[src/rtl/switch_alloc_pkg.sv]
// Shared types and constants for the NoC switch allocator.
// Optional PMU counters are enabled with SWITCH_ALLOC_PMU_EN.
package switch_alloc_pkg;

  typedef enum logic {
    ALLOC_IDLE   = 1'b0,
    ALLOC_LOCKED = 1'b1
  } alloc_state_t;

  localparam int PMU_CNT_W = 16;

endpackage

[src/rtl/switch_allocator_if.sv]
// Request/handshake bundle between route computation, input queues and the allocator.
// PMU signals exist only when SWITCH_ALLOC_PMU_EN is defined.
interface switch_allocator_if
  import switch_alloc_pkg::*;
#(
  parameter int CHANNEL_NUMBER = 5,
  parameter int CH_W           = $clog2(CHANNEL_NUMBER)
);
  logic [CHANNEL_NUMBER-1:0]      req_valid_i;
  logic [CHANNEL_NUMBER*CH_W-1:0] req_port_i;
  logic [CHANNEL_NUMBER-1:0]      in_valid_i;
  logic [CHANNEL_NUMBER-1:0]      in_last_i;
  logic [CHANNEL_NUMBER-1:0]      out_ready_i;
  logic [CHANNEL_NUMBER-1:0]      in_grant_o;
  logic [CHANNEL_NUMBER-1:0]      out_active_o;
  logic [CHANNEL_NUMBER*CH_W-1:0] out_sel_o;

`ifdef SWITCH_ALLOC_PMU_EN
  logic                                pmu_clear_i;
  logic [CHANNEL_NUMBER*PMU_CNT_W-1:0] pmu_pkt_cnt_o;
  logic [CHANNEL_NUMBER*PMU_CNT_W-1:0] pmu_stall_cnt_o;

  modport master (
    output req_valid_i, req_port_i, in_valid_i, in_last_i, out_ready_i, pmu_clear_i,
    input  in_grant_o, out_active_o, out_sel_o, pmu_pkt_cnt_o, pmu_stall_cnt_o
  );
  modport slave (
    input  req_valid_i, req_port_i, in_valid_i, in_last_i, out_ready_i, pmu_clear_i,
    output in_grant_o, out_active_o, out_sel_o, pmu_pkt_cnt_o, pmu_stall_cnt_o
  );
`else
  modport master (
    output req_valid_i, req_port_i, in_valid_i, in_last_i, out_ready_i,
    input  in_grant_o, out_active_o, out_sel_o
  );
  modport slave (
    input  req_valid_i, req_port_i, in_valid_i, in_last_i, out_ready_i,
    output in_grant_o, out_active_o, out_sel_o
  );
`endif

endinterface

[src/rtl/switch_allocator_rr_picker.sv]
// Round-robin picker: first set request bit scanning upward from ptr_i+1 with wrap-around.
module rr_picker #(
  parameter int CHANNEL_NUMBER = 5,
  parameter int CH_W           = $clog2(CHANNEL_NUMBER)
) (
  input  logic [CHANNEL_NUMBER-1:0] req_i,
  input  logic [CH_W-1:0]           ptr_i,
  output logic [CHANNEL_NUMBER-1:0] gnt_o,
  output logic [CH_W-1:0]           idx_o
);

  always_comb begin
    logic            found;
    logic [CH_W-1:0] cand;
    gnt_o = '0;
    idx_o = '0;
    found = 1'b0;
    cand  = '0;
    for (int k = 1; k <= CHANNEL_NUMBER; k++) begin
      cand = CH_W'((int'(ptr_i) + k) % CHANNEL_NUMBER);
      if (!found && req_i[cand]) begin
        found       = 1'b1;
        gnt_o[cand] = 1'b1;
        idx_o       = cand;
      end
    end
  end

endmodule

[src/rtl/switch_allocator.sv]
// Wormhole output-port allocator: one round-robin lock per output, held until TLAST transfers.
// Define SWITCH_ALLOC_PMU_EN to add per-output packet and stall counters.
module switch_allocator
  import switch_alloc_pkg::*;
#(
  parameter int CHANNEL_NUMBER = 5,
  parameter int CH_W           = $clog2(CHANNEL_NUMBER)
) (
  input logic               clk_i,
  input logic               rst_i,
  switch_allocator_if.slave bus
);

  localparam logic [CH_W-1:0] PTR_RST = CH_W'(CHANNEL_NUMBER - 1);

  logic [CHANNEL_NUMBER-1:0]                     locked;
  logic [CHANNEL_NUMBER-1:0]                     last_xfer;
  logic [CHANNEL_NUMBER-1:0]                     in_grant;
  logic [CHANNEL_NUMBER-1:0][CH_W-1:0]           owner_sel;
  logic [CHANNEL_NUMBER-1:0][CHANNEL_NUMBER-1:0] own_hit;

`ifdef SWITCH_ALLOC_PMU_EN
  function automatic logic [PMU_CNT_W-1:0] sat_inc(input logic [PMU_CNT_W-1:0] v);
    return (&v) ? v : v + PMU_CNT_W'(1);
  endfunction
`endif

  // An input is busy while any output is locked to it; busy inputs are masked from arbitration.
  for (genvar c = 0; c < CHANNEL_NUMBER; c++) begin : g_in
    for (genvar o = 0; o < CHANNEL_NUMBER; o++) begin : g_hit
      assign own_hit[c][o] = locked[o] && (owner_sel[o] == CH_W'(c));
    end
    assign in_grant[c] = |own_hit[c];
  end

  for (genvar o = 0; o < CHANNEL_NUMBER; o++) begin : g_out
    alloc_state_t              state_q, state_d;
    logic [CH_W-1:0]           owner_q, owner_d;
    logic [CH_W-1:0]           rr_ptr_q, rr_ptr_d;
    logic [CH_W-1:0]           pick_idx;
    logic [CHANNEL_NUMBER-1:0] cand;
    logic [CHANNEL_NUMBER-1:0] pick_gnt;
    logic                      beat;

    for (genvar c = 0; c < CHANNEL_NUMBER; c++) begin : g_cand
      assign cand[c] = bus.req_valid_i[c] && !in_grant[c] &&
                       (bus.req_port_i[c*CH_W +: CH_W] == CH_W'(o));
    end

    rr_picker #(
      .CHANNEL_NUMBER(CHANNEL_NUMBER),
      .CH_W          (CH_W)
    ) u_pick (
      .req_i(cand),
      .ptr_i(rr_ptr_q),
      .gnt_o(pick_gnt),
      .idx_o(pick_idx)
    );

    assign locked[o]    = (state_q == ALLOC_LOCKED);
    assign owner_sel[o] = owner_q;
    assign beat         = bus.in_valid_i[owner_q] && bus.out_ready_i[o];
    assign last_xfer[o] = locked[o] && beat && bus.in_last_i[owner_q];

    // Owner returns to 0 on release so out_sel reads 0 while idle.
    always_comb begin
      state_d  = state_q;
      owner_d  = owner_q;
      rr_ptr_d = rr_ptr_q;
      case (state_q)
        ALLOC_IDLE: begin
          if (|pick_gnt) begin
            state_d = ALLOC_LOCKED;
            owner_d = pick_idx;
          end
        end
        ALLOC_LOCKED: begin
          if (last_xfer[o]) begin
            state_d  = ALLOC_IDLE;
            owner_d  = '0;
            rr_ptr_d = owner_q;
          end
        end
        default: state_d = ALLOC_IDLE;
      endcase
    end

    always_ff @(posedge clk_i or posedge rst_i) begin
      if (rst_i) begin
        state_q  <= ALLOC_IDLE;
        owner_q  <= '0;
        rr_ptr_q <= PTR_RST;
      end else begin
        state_q  <= state_d;
        owner_q  <= owner_d;
        rr_ptr_q <= rr_ptr_d;
      end
    end

`ifdef SWITCH_ALLOC_PMU_EN
    logic [PMU_CNT_W-1:0] pkt_cnt_q, pkt_cnt_d;
    logic [PMU_CNT_W-1:0] stall_cnt_q, stall_cnt_d;

    always_comb begin
      pkt_cnt_d   = pkt_cnt_q;
      stall_cnt_d = stall_cnt_q;
      if (bus.pmu_clear_i) begin
        pkt_cnt_d   = '0;
        stall_cnt_d = '0;
      end else begin
        if (last_xfer[o]) pkt_cnt_d = sat_inc(pkt_cnt_q);
        if (locked[o] && bus.in_valid_i[owner_q] && !bus.out_ready_i[o])
          stall_cnt_d = sat_inc(stall_cnt_q);
      end
    end

    always_ff @(posedge clk_i or posedge rst_i) begin
      if (rst_i) begin
        pkt_cnt_q   <= '0;
        stall_cnt_q <= '0;
      end else begin
        pkt_cnt_q   <= pkt_cnt_d;
        stall_cnt_q <= stall_cnt_d;
      end
    end

    assign bus.pmu_pkt_cnt_o[o*PMU_CNT_W +: PMU_CNT_W]   = pkt_cnt_q;
    assign bus.pmu_stall_cnt_o[o*PMU_CNT_W +: PMU_CNT_W] = stall_cnt_q;
`endif
  end

  assign bus.in_grant_o   = in_grant;
  assign bus.out_active_o = locked;
  assign bus.out_sel_o    = owner_sel;

endmodule

[src/flat_wrapper.sv]
// flat-port wrapper written by rule: the top's interface ports become plain ports
module switch_allocator_flat import switch_alloc_pkg::*;
#(
  parameter int CHANNEL_NUMBER = 5,
  parameter int CH_W           = $clog2(CHANNEL_NUMBER)
)
  (clk_i, rst_i, bus_req_valid_i, bus_req_port_i, bus_in_valid_i, bus_in_last_i, bus_out_ready_i, bus_in_grant_o, bus_out_active_o, bus_out_sel_o);
  switch_allocator_if #(.CHANNEL_NUMBER(CHANNEL_NUMBER), .CH_W(CH_W)) bus_i ();
  input logic clk_i;
  input logic rst_i;
  input wire logic [$bits(bus_i.req_valid_i)-1:0] bus_req_valid_i;
  input wire logic [$bits(bus_i.req_port_i)-1:0] bus_req_port_i;
  input wire logic [$bits(bus_i.in_valid_i)-1:0] bus_in_valid_i;
  input wire logic [$bits(bus_i.in_last_i)-1:0] bus_in_last_i;
  input wire logic [$bits(bus_i.out_ready_i)-1:0] bus_out_ready_i;
  output wire logic [$bits(bus_i.in_grant_o)-1:0] bus_in_grant_o;
  output wire logic [$bits(bus_i.out_active_o)-1:0] bus_out_active_o;
  output wire logic [$bits(bus_i.out_sel_o)-1:0] bus_out_sel_o;
  assign bus_i.req_valid_i = bus_req_valid_i;
  assign bus_i.req_port_i = bus_req_port_i;
  assign bus_i.in_valid_i = bus_in_valid_i;
  assign bus_i.in_last_i = bus_in_last_i;
  assign bus_i.out_ready_i = bus_out_ready_i;
  assign bus_in_grant_o = bus_i.in_grant_o;
  assign bus_out_active_o = bus_i.out_active_o;
  assign bus_out_sel_o = bus_i.out_sel_o;
  switch_allocator #(.CHANNEL_NUMBER(CHANNEL_NUMBER), .CH_W(CH_W)) u_core (.clk_i(clk_i), .rst_i(rst_i), .bus(bus_i));
endmodule
[config.mk]
export PLATFORM = sky130hd
export DESIGN_NAME = switch_allocator_flat
export DESIGN_NICKNAME = d
export VERILOG_FILES = /design/src/rtl/switch_alloc_pkg.sv /design/src/rtl/switch_allocator_if.sv /design/src/rtl/switch_allocator_rr_picker.sv /design/src/rtl/switch_allocator.sv /design/src/flat_wrapper.sv
export SDC_FILE = /design/constraint.sdc
export NUM_CORES = 1
export LEC_CHECK = 0
export BUFFER_PORTS_ARGS = -buffer_cell sky130_fd_sc_hd__buf_2
export CAP_MARGIN = 20
export CORE_MARGIN = 4
export CORE_UTILIZATION = 55
export CTS_BUF_LIST = sky130_fd_sc_hd__clkbuf_16
export DETAILED_ROUTE_END_ITERATION = 8
export PLACE_DENSITY = 0.71
export SYNTH_ARGS = -nofsm -noshare
export SYNTH_HDL_FRONTEND = slang
export SYNTH_SLANG_ARGS = --single-unit
[constraint.sdc]
create_clock -name clk_i -period 11.01 [get_ports clk_i]
set_clock_uncertainty 0.15 [all_clocks]
set_input_delay 2.202 -clock clk_i [delete_from_list [all_inputs] [get_ports clk_i]]
set_output_delay 2.202 -clock clk_i [all_outputs]
set_load 0.01 [all_outputs]
==> results.sh, run 1 <==
export IMPL_place_gp_congestion=0.944
export IMPL_setup_viol=0
export IMPL_start_kind="flop"
export IMPL_hold_viol=0
export IMPL_critical_path_class="flop to flop"
export IMPL_synthFlopType="dfrtp_1"
export IMPL_clock_sinks=35
export IMPL_globalRouteTotalUtil_pct=25.3
export IMPL_routed_wl_um=26300
export IMPL_yosys_warnings=0
export IMPL_drtIter0Drc=740
export IMPL_synth_top_area_share_pct=14.9
export IMPL_core_region_area_um2=17900
export IMPL_outcome="complete, no violations"
export IMPL_dieArea_um2=20400
export IMPL_r2r_slack_ps=5150
export IMPL_clockBufferDepth=2
export IMPL_fmax_mhz=171
export IMPL_netlist_instances=1312
export IMPL_portBuffers=61
export IMPL_syn2layout_area_growth_pct=4.71
export IMPL_ant_nets=0
export IMPL_worst_pin_slew_ps=973
export IMPL_r2r_cells=18
export IMPL_ys_ff_latch=35
export IMPL_leakage_nw=4.36
export IMPL_hold_buffers=0
export IMPL_synthAdderAreaFrac_pct=15.1
export IMPL_synth_top_family_by_area="simple AND/OR/NAND/NOR gates"
export IMPL_grt_pass1_wl_um=43900
export IMPL_r2r_end="u_core.g_out[4].owner_q[0]"
export IMPL_ir_worst_vdd_v=0.000231
export IMPL_grt_pass1_vias=8917
export IMPL_synth_fp_nets=1469
export IMPL_cts_tree="done"
export IMPL_yosysTopAreaCell="ha_1"
export IMPL_die_w_um=143
export IMPL_dp_hpwl_um=20900
export IMPL_worst_setup_path_end_kind="flop"
export IMPL_synth_area_mux_share_pct=9.30
export IMPL_vias=9901
export IMPL_synth_compound_area_share_pct=27.0
export IMPL_max_cap_violations=0
export IMPL_antenna_found_initial=0
export IMPL_layout_drive_gt1_share_pct=12.4
export IMPL_mostFrequentLayoutCell="ha_1"
export IMPL_rsz0062_at_grt="no"
export IMPL_drt_pass1_iter_count=5
export IMPL_min_period_ps=5860
export IMPL_ios=62
export IMPL_route_detailed_drc=0
export IMPL_cp_data_required_time_ps=11020
export IMPL_fillers=1691
export IMPL_overflow=0
export IMPL_crit_fanout=18
export IMPL_mostFrequentLayoutCells="ha_1, inv_1, nand2_1, nor2_1, o21ai_0"
export IMPL_timing_final_crit_share_pct=53.2
export IMPL_synth_async_sr_flop_share_pct=100
export IMPL_drv_slew=0
export IMPL_ys_top_cells_by_area="ha_1, dfrtp_1, mux2i_1"
export IMPL_nNetsFinal=1478
export IMPL_insertion_delay_ps=270
export IMPL_cts_buffers=5
export IMPL_synth_simple_gate_area_share_pct=27.5
export IMPL_synth_avg_cell_area_um2=7.62
export IMPL_syn_area_um2=10000
export IMPL_synth_edf_count=0
export IMPL_hold_start="u_core.g_out[4].rr_ptr_q[1]"
export IMPL_slew_headroom_pct=34.7
export IMPL_post_drt_via_cell_ratio=6.38
export IMPL_hold_depth=2
export IMPL_hold_class="flop to flop"
export IMPL_cts_setup_buffers=0
export IMPL_r2r_start="u_core.g_out[4].rr_ptr_q[0]"
export IMPL_hold_ws_ps=441
export IMPL_start_util_pct=55.8
export IMPL_cp_arrival_ps=5870
export IMPL_ctsResizeCount=0
export IMPL_num_rows=49
export IMPL_synth_cell_type_count=108
export IMPL_htree_levels=2
export IMPL_synth_xor_area_share_pct=5.12
export IMPL_cts_clk_slew_worst_paths_ps=50
export IMPL_yosysSeqAreaShare_pct=8.82
export IMPL_antenna_diode_count=0
export IMPL_p_per_area_nw_per_um2=343
export IMPL_fin_tns_setup_ps=0
export IMPL_die_y_um=143
export IMPL_wl_per_cell_um=16.9
export IMPL_whs_endpoint="u_core.g_out[4].rr_ptr_q[1]"
export IMPL_cts_root_buffer_cell="clkbuf_16"
export IMPL_grt_max_degree=36
how the worst max path moves through the flow:
stage,startpoint,endpoint,slack [ps],depth (start not counted)
global route,u_core.g_out[4].rr_ptr_q[0],u_core.g_out[4].owner_q[0],4610,18
detailed placement,u_core.g_out[4].rr_ptr_q[0],u_core.g_out[4].owner_q[0],5240,18
global placement,u_core.g_out[4].rr_ptr_q[0],u_core.g_out[4].owner_q[0],5430,18
finish,u_core.g_out[4].rr_ptr_q[0],u_core.g_out[4].owner_q[0],5150,18
CTS,u_core.g_out[4].rr_ptr_q[0],u_core.g_out[4].owner_q[0],5190,18
floorplan,u_core.g_out[4].rr_ptr_q[0],u_core.g_out[4].owner_q[0],5740,20
critical path, cell delays in order, from the launching register on:
cell and delay [ps]:
dfrtp_1 730, inv_1 210, ha_1 630, clkinv_1 380, ha_1 340, nor2_1 120, a21oi_1 90, xnor2_1 340
ha_1 200, nand2b_1 110, o311ai_0 170, a31oi_2 380, xnor2_1 240, or2_2 200, o21ai_0 90, a211oi_2 490
mux2_2 400, o211a_1 200, o32ai_1 280
per-layer routing:
layer  share of wire [%]  routed length [um]  global-route usage (%)  vias up
li1                    -                   -                       -     4944
met1                  47               12400                    36.5     4620
met2                  45               11900                    40.6      285
met3                 4.8                1260                    1.67       52
met4                 2.9                 757                    7.75        0
met5                   0                   0                       0        -
logic make-up (layout without fill, tap and decap cells):
| logic type | Yosys count | in the layout |
|---|---|---|
| AND/OR/NAND/NOR | 475 | 475 |
| adder cells (fa/ha/maj) | 120 | 120 |
| AO/OA/AOI/OAI | 373 | 373 |
| flip-flops | 35 | 35 |
| buffers and inverters | 178 | 188 |
| multiplexers | 79 | 79 |
| XOR/XNOR | 52 | 52 |
per-stage QoR:
| step | instances | total power [mW] | area [um^2] | util (%) | worst slack (ps) |
|---|---|---|---|---|---|
| 6_report | 1551 | 3.59 | 10500 | 58.5 | 5150 |
| 5_1_grt | 1551 | 3.98 | 10500 | 58.5 | 4610 |
| 4_1_cts | 1551 | 3.54 | 10500 | 58.5 | 5190 |
| 3_5_place_dp | 1543 | 3.39 | 10300 | 57.7 | 5240 |
| 3_3_place_gp | 1543 | 3.35 | 10300 | 57.7 | 5430 |
| 2_1_floorplan | 1312 | 2.84 | 10000 | - | 5740 |
state kept, by name (all words and copies together), names as in the netlist:
register               flops
u_core.g_out.state_q       5
u_core.g_out.owner_q      15
u_core.g_out.rr_ptr_q     15
cells in the mapped netlist (16+ instances only):
cell type	number
clkbuf_1	42
nand2_1	83
inv_1	108
o31ai_1	21
nor4bb_1	16
nand3_1	39
mux2_2	21
xnor2_1	46
nor3_1	31
a21oi_1	64
and3_1	20
o211ai_1	19
nor3b_1	18
nor2_1	78
ha_1	119
mux2i_1	47
o21ai_0	68
nand2b_1	32
a31oi_1	16
nor2b_1	24
dfrtp_1	30
final cells by class:
cell class                 instances  area [um^2]  share of cell area [%]
clock inverter                     3         16.3                   0.155
clock buffer                       5          125                    1.20
timing repair buffer              63          320                    3.06
tap                              229          287                    2.74
sequential                        35          882                    8.43
inverter                         117          444                    4.24
multi-input combinational       1099         8390                    80.2
power by group:
group	total, mW	leakage (nW)	internal [mW]	switching (mW)
sequential	0.329	0.418	0.176	0.153
combinational	3.13	3.88	1.31	1.82
clock	0.132	0.0710	0.0824	0.0497
total	3.59	4.36	1.57	2.02
Note: power is estimated with default switching activity, not from simulation.
==> run 2, diff against run 1 <==
--- a/config.mk
+++ b/config.mk
@@ -5,13 +5,14 @@
 export SDC_FILE = /design/constraint.sdc
 export NUM_CORES = 1
 export LEC_CHECK = 0
+export ABC_AREA = 1
 export BUFFER_PORTS_ARGS = -buffer_cell sky130_fd_sc_hd__buf_2
 export CAP_MARGIN = 20
 export CORE_MARGIN = 4
 export CORE_UTILIZATION = 55
 export CTS_BUF_LIST = sky130_fd_sc_hd__clkbuf_16
 export DETAILED_ROUTE_END_ITERATION = 8
-export PLACE_DENSITY = 0.71
+export PLACE_DENSITY = 0.74
 export SYNTH_ARGS = -nofsm -noshare
 export SYNTH_HDL_FRONTEND = slang
 export SYNTH_SLANG_ARGS = --single-unit
==> constraint.sdc (replaced) <==
create_clock -name clk_i -period 4.8 [get_ports clk_i]
set_clock_uncertainty 0.15 [all_clocks]
set_input_delay 0.96 -clock clk_i [delete_from_list [all_inputs] [get_ports clk_i]]
set_output_delay 0.96 -clock clk_i [all_outputs]
set_load 0.01 [all_outputs]
==> results.sh, run 2 <==
export IMPL_outcome="complete, no violations"
export IMPL_syn_area_um2=10100
export IMPL_ant_nets=0
export IMPL_synth_top_area_share_pct=21.8
export IMPL_cp_arrival_ps=4400
export IMPL_dp_hpwl_um=23500
export IMPL_worst_pin_slew_ps=949
export IMPL_insertion_delay_ps=290
export IMPL_grt_pass1_vias=10500
export IMPL_synth_fp_nets=1976
export IMPL_synth_async_sr_flop_share_pct=100
export IMPL_route_detailed_drc=0
export IMPL_highest_layer="met5"
export IMPL_r2r_slack_ps=430
export IMPL_layout_drive_gt1_share_pct=10.6
export IMPL_multiInputGateArea_um2=8030
export IMPL_dieArea_um2=20500
export IMPL_overflow=0
export IMPL_rsz0062_at_grt="no"
export IMPL_hold_class="flop to flop"
export IMPL_min_period_ps=4370
export IMPL_portBuffers=61
export IMPL_yosysSeqAreaShare_pct=8.76
export IMPL_place_gp_congestion=0.940
export IMPL_die_w_um=143
export IMPL_nNetsFinal=2031
export IMPL_num_rows=49
export IMPL_cts_tree="done"
export IMPL_grt_pass1_wl_um=47300
export IMPL_synthFlopType="dfrtp_1"
export IMPL_post_drt_via_cell_ratio=5.48
export IMPL_ys_top_cells_by_area="nand2_1, ha_1, nand3_1"
export IMPL_drt_met1_wl_um=12800
export IMPL_start_kind="flop"
export IMPL_cts_buffers=5
export IMPL_crit_fanout=9
export IMPL_largestRegisters="u_core.g_out.owner_q x15, u_core.g_out.rr_ptr_q x15, u_core.g_out.state_q x5"
export IMPL_vias=11500
export IMPL_cp_buffers_inverters=4
export IMPL_yosys_warnings=0
export IMPL_ys_ff_latch=35
export IMPL_die_y_um=143
export IMPL_synth_cell_type_count=57
export IMPL_mostFrequentLayoutCells="nand2_1, inv_1, nand3_1, nor2_1, ha_1"
export IMPL_synthTopCellsByCount="nand2_1, inv_1, nand3_1"
export IMPL_cp_data_required_time_ps=4820
export IMPL_yosysTopAreaCell="nand2_1"
export IMPL_worst_setup_path_end_kind="flop"
export IMPL_yosys_cell_count_top_type="nand2_1"
export IMPL_setup_viol=0
export IMPL_drtIter0Drc=890
export IMPL_drt_pass1_iter_count=7
export IMPL_antenna_found_initial=1
export IMPL_slowest_stage="dfrtp_2"
export IMPL_syn2layout_area_growth_pct=7.35
export IMPL_regArea_um2=883
export IMPL_mostFrequentLayoutCell="nand2_1"
export IMPL_cts_root_buffer_cell="clkbuf_16"
export IMPL_slew_headroom_pct=36.3
export IMPL_crit_top_cell="nand2_1"
export IMPL_cts_clk_slew_worst_paths_ps=60
export IMPL_synth_edf_count=0
export IMPL_pre_cts_slack_ps=336
export IMPL_htree_levels=2
export IMPL_fmax_mhz=229
export IMPL_max_cap_violations=0
export IMPL_synth_avg_cell_area_um2=5.53
export IMPL_core_region_area_um2=18000
export IMPL_hold_buffers=0
export IMPL_fillers=1818
export IMPL_cpLargestDelayFamily="simple AND/OR/NAND/NOR gates"
export IMPL_wl_per_cell_um=13.6
export IMPL_grt_max_degree=36
export IMPL_fin_tns_setup_ps=0
export IMPL_clockBufferDepth=2
export IMPL_wl_met3_um=1660
export IMPL_start_util_pct=56.0
export IMPL_worst_slack_ps=425
export IMPL_antenna_diode_count=0
export IMPL_clock_sinks=35
export IMPL_slowest_delay_ps=470
export IMPL_ios=62
export IMPL_netlist_instances=1819
export IMPL_timing_final_crit_share_pct=91.1
export IMPL_met2_length_um=13200
export IMPL_critical_path_class="flop to flop"
export IMPL_routed_wl_um=28500
export IMPL_globalRouteTotalUtil_pct=27.4
export IMPL_hold_viol=0
export IMPL_drv_slew=0
==> run 2: layer usage <==
metal	global-route usage, %	up-vias
met3	2.85	59
li1	-	5978
met5	0	-
met4	9.17	2
met1	35.4	5166
met2	47.7	316
==> run 2: timing repair <==
action	in CTS	in global routing
setup endpoints to repair	0	11
gates resized for setup	0	6
buffers inserted	0	0
endpoints found under the hold margin	0	0
==> run 2: area by class of cell <==
type	instances	area share [%]
Clock buffer	5	1.16
Clock inverter	3	0.405
Tap cell	229	2.65
Multi-Input combinational cell	1481	74.3
Sequential cell	35	8.18
Inverter	278	9.66
Timing Repair Buffer	73	3.66
==> run 2: cell families after synthesis <==
| group | count (synthesis) | share of synthesized area, % |
|---|---|---|
| xor gates and xnor gates | 30 | 3.06 |
| buffers and inverters | 303 | 11.7 |
| adders and majority gates | 120 | 15.0 |
| DFF | 35 | 8.76 |
| AOI/OAI and AO/OA | 197 | 11.4 |
| and+or+nand+nor | 1134 | 50.1 |
==> run 2: per-stage QoR <==
stage                     cell area, um^2  utilization, %  instances  hold WS [ps]
after CTS                           10800            60.0       2104           412
after detailed placement            10600            59.1       2096           397
after global routing                10800            60.2       2104           432
after floorplan                     10100               -       1819           364
final                               10800            60.2       2104           416
after global placement              10600            59.1       2096           386
==> run 2: path summary, 6_finish.rpt <==
check / start / to / depth (start not counted)
max reg2reg: u_core.g_out[3].rr_ptr_q[1] / u_core.g_out[3].owner_q[0] / 26
min in group asynchronous: rst_i / u_core.g_out[4].rr_ptr_q[1] / 3
min: u_core.g_out[3].owner_q[2] / u_core.g_out[3].owner_q[2] / 2
max in group asynchronous: rst_i / u_core.g_out[3].rr_ptr_q[2] / 3
max: u_core.g_out[3].rr_ptr_q[1] / u_core.g_out[3].owner_q[0] / 26
min reg2reg: u_core.g_out[3].owner_q[2] / u_core.g_out[3].owner_q[2] / 2
==> run 2: tightest hold or removal path: cells and delay by family (launching register included) <==
kind          cells  cell delay, ps
simple gates      2             140
flops             1             390
Power of run 2 is left out: the tool's default activity adds up to more than one toggle a clock period on the data nets, which glitch-free logic cannot reach.
==> run 3, diff against run 2 <==
--- a/config.mk
+++ b/config.mk
@@ -7,7 +7,6 @@
 export LEC_CHECK = 0
 export ABC_AREA = 1
 export BUFFER_PORTS_ARGS = -buffer_cell sky130_fd_sc_hd__buf_2
-export CAP_MARGIN = 20
 export CORE_MARGIN = 4
 export CORE_UTILIZATION = 55
 export CTS_BUF_LIST = sky130_fd_sc_hd__clkbuf_16
==> constraint.sdc (replaced) <==
create_clock -name clk_i -period 4.8 [get_ports clk_i]
set_clock_uncertainty 0.15 [all_clocks]
set_input_delay 0.24 -clock clk_i [delete_from_list [all_inputs] [get_ports clk_i]]
set_output_delay 0.24 -clock clk_i [all_outputs]
set_load 0.01 [all_outputs]
==> results.sh, run 3 (same netlist as run 2, synthesis figures left out) <==
export IMPL_outcome="complete, no violations"
export IMPL_grt_pass1_vias=10500
export IMPL_die_y_um=143
export IMPL_ant_nets=0
export IMPL_pre_cts_slack_ps=336
export IMPL_drtIter0Drc=884
export IMPL_cts_clk_slew_worst_paths_ps=60
export IMPL_cts_buffers=5
export IMPL_dp_hpwl_um=23500
export IMPL_slew_headroom_pct=36.8
export IMPL_cts_tree="done"
export IMPL_largestRegisters="u_core.g_out.owner_q x15, u_core.g_out.rr_ptr_q x15, u_core.g_out.state_q x5"
export IMPL_antenna_diode_count=0
export IMPL_vias=11600
export IMPL_critPathLaunch="u_core.g_out[3].rr_ptr_q[1]"
export IMPL_start_kind="flop"
export IMPL_hold_class="input pin to flop"
export IMPL_r2r_cells=26
export IMPL_htree_levels=2
export IMPL_layout_drive_gt1_share_pct=10.6
export IMPL_core_region_area_um2=18000
export IMPL_start_util_pct=56.0
export IMPL_insertion_delay_ps=290
export IMPL_cp_arrival_ps=4390
export IMPL_routed_wl_um=28600
export IMPL_nNetsFinal=2032
export IMPL_globalRouteTotalUtil_pct=27.4
export IMPL_final_util_pct=60.2
export IMPL_grt_max_degree=36
export IMPL_route_detailed_drc=0
export IMPL_hold_start="bus_out_ready_i[1]"
export IMPL_worst_setup_path_end_kind="flop"
export IMPL_drt_pass1_iter_count=6
export IMPL_wl_per_cell_um=13.6
export IMPL_drv_slew=0
export IMPL_die_w_um=143
export IMPL_r2r_slack_ps=440
export IMPL_hold_viol=0
export IMPL_syn2layout_area_growth_pct=7.45
export IMPL_post_drt_via_cell_ratio=5.50
export IMPL_setup_viol=0
export IMPL_grt_pass1_wl_um=47300
export IMPL_hold_ws_ps=210
export IMPL_fmax_mhz=229
export IMPL_fin_tns_setup_ps=0
export IMPL_cts_root_buffer_cell="clkbuf_16"
export IMPL_portBuffers=61
export IMPL_cp_data_required_time_ps=4820
export IMPL_r2r_start="u_core.g_out[3].rr_ptr_q[1]"
export IMPL_overflow=0
export IMPL_num_rows=49
export IMPL_dieArea_um2=20500
export IMPL_clock_sinks=35
export IMPL_r2r_end="u_core.g_out[3].owner_q[0]"
export IMPL_mostFrequentLayoutCells="nand2_1, inv_1, nand3_1, nor2_1, ha_1"
export IMPL_cp_endpoint="u_core.g_out[3].owner_q[0]"
export IMPL_antenna_found_initial=1
export IMPL_crit_fanout=9
export IMPL_critical_path_class="flop to flop"
export IMPL_min_period_ps=4360
export IMPL_worst_pin_slew_ps=940
export IMPL_clockBufferDepth=2
export IMPL_timing_final_crit_share_pct=90.9
export IMPL_place_gp_congestion=0.940
export IMPL_max_cap_violations=0
export IMPL_rsz0062_at_grt="no"
export IMPL_worst_slack_ps=436
export IMPL_ios=62
export IMPL_mostFrequentLayoutCell="nand2_1"
## run 3: cell count changes in the layout (fill, tap and decap cells not counted), sizes merged
cell | before | now
dlygate4sd3 | 0 | 1
## run 3: final cells by class
type | instances | area (um^2)
clock buffers | 5 | 125
clock inverters | 3 | 43.8
fillers | 1817 | 7150
inverters | 278 | 1040
multi-input cells | 1481 | 8030
flip-flops and latches | 35 | 883
well taps | 229 | 287
repair buffers | 74 | 405
## run 3: worst max-delay path, cell delays in order (launching register included)
cell and delay (ps):
dfrtp_2 470, inv_1 160, ha_1 440, inv_1 190, ha_1 230, inv_1 60
nand3_1 90, nand2_1 110, xor2_1 260, ha_1 190, inv_1 50, or2_2 270
nand3_1 150, nand2_1 130, nand2_1 120, nand2_2 100, nand2_1 60, o21ai_0 90
nand2_1 100, nand3_2 180, nand3b_1 240, nand2_1 100, nor2_1 40, nand2_1 70
nand2_2 70, nand3_1 70, nand2_1 60
## run 3: worst min path at each step
stage,depth (start not counted),endpoint,slack [ps]
after global routing,3,u_core.g_out[1].rr_ptr_q[2],240
final,3,u_core.g_out[1].rr_ptr_q[2],210
after global placement,3,u_core.g_out[4].rr_ptr_q[1],230
after detailed placement,3,u_core.g_out[4].rr_ptr_q[1],230
after CTS,3,u_core.g_out[1].rr_ptr_q[2],200
after floorplan,1,u_core.g_out[0].owner_q[0],240
## run 3: routing by layer
layer	part of all wire [%]	GRT usage [%]	vias up
met5	0.045	0	-
met4	3.2	9.17	2
met3	6.0	2.85	60
met2	46	47.7	337
met1	45	35.5	5194
li1	-	-	5982
## run 3: through the flow
stage	cells	cell area (um^2)
after floorplan	1819	10100
after global placement	2096	10600
after detailed placement	2096	10600
after CTS	2105	10800
after global routing	2105	10800
final	2105	10800
## run 3: repair_timing
| action | in CTS | in global routing |
|---|---|---|
| hold endpoints to repair | 30 | 0 |
| hold buffers | 1 | 0 |
| setup endpoints to repair | 0 | 11 |
| setup buffers | 0 | 0 |
| gates resized for setup | 0 | 6 |
Power of run 3 is left out for the same reason.
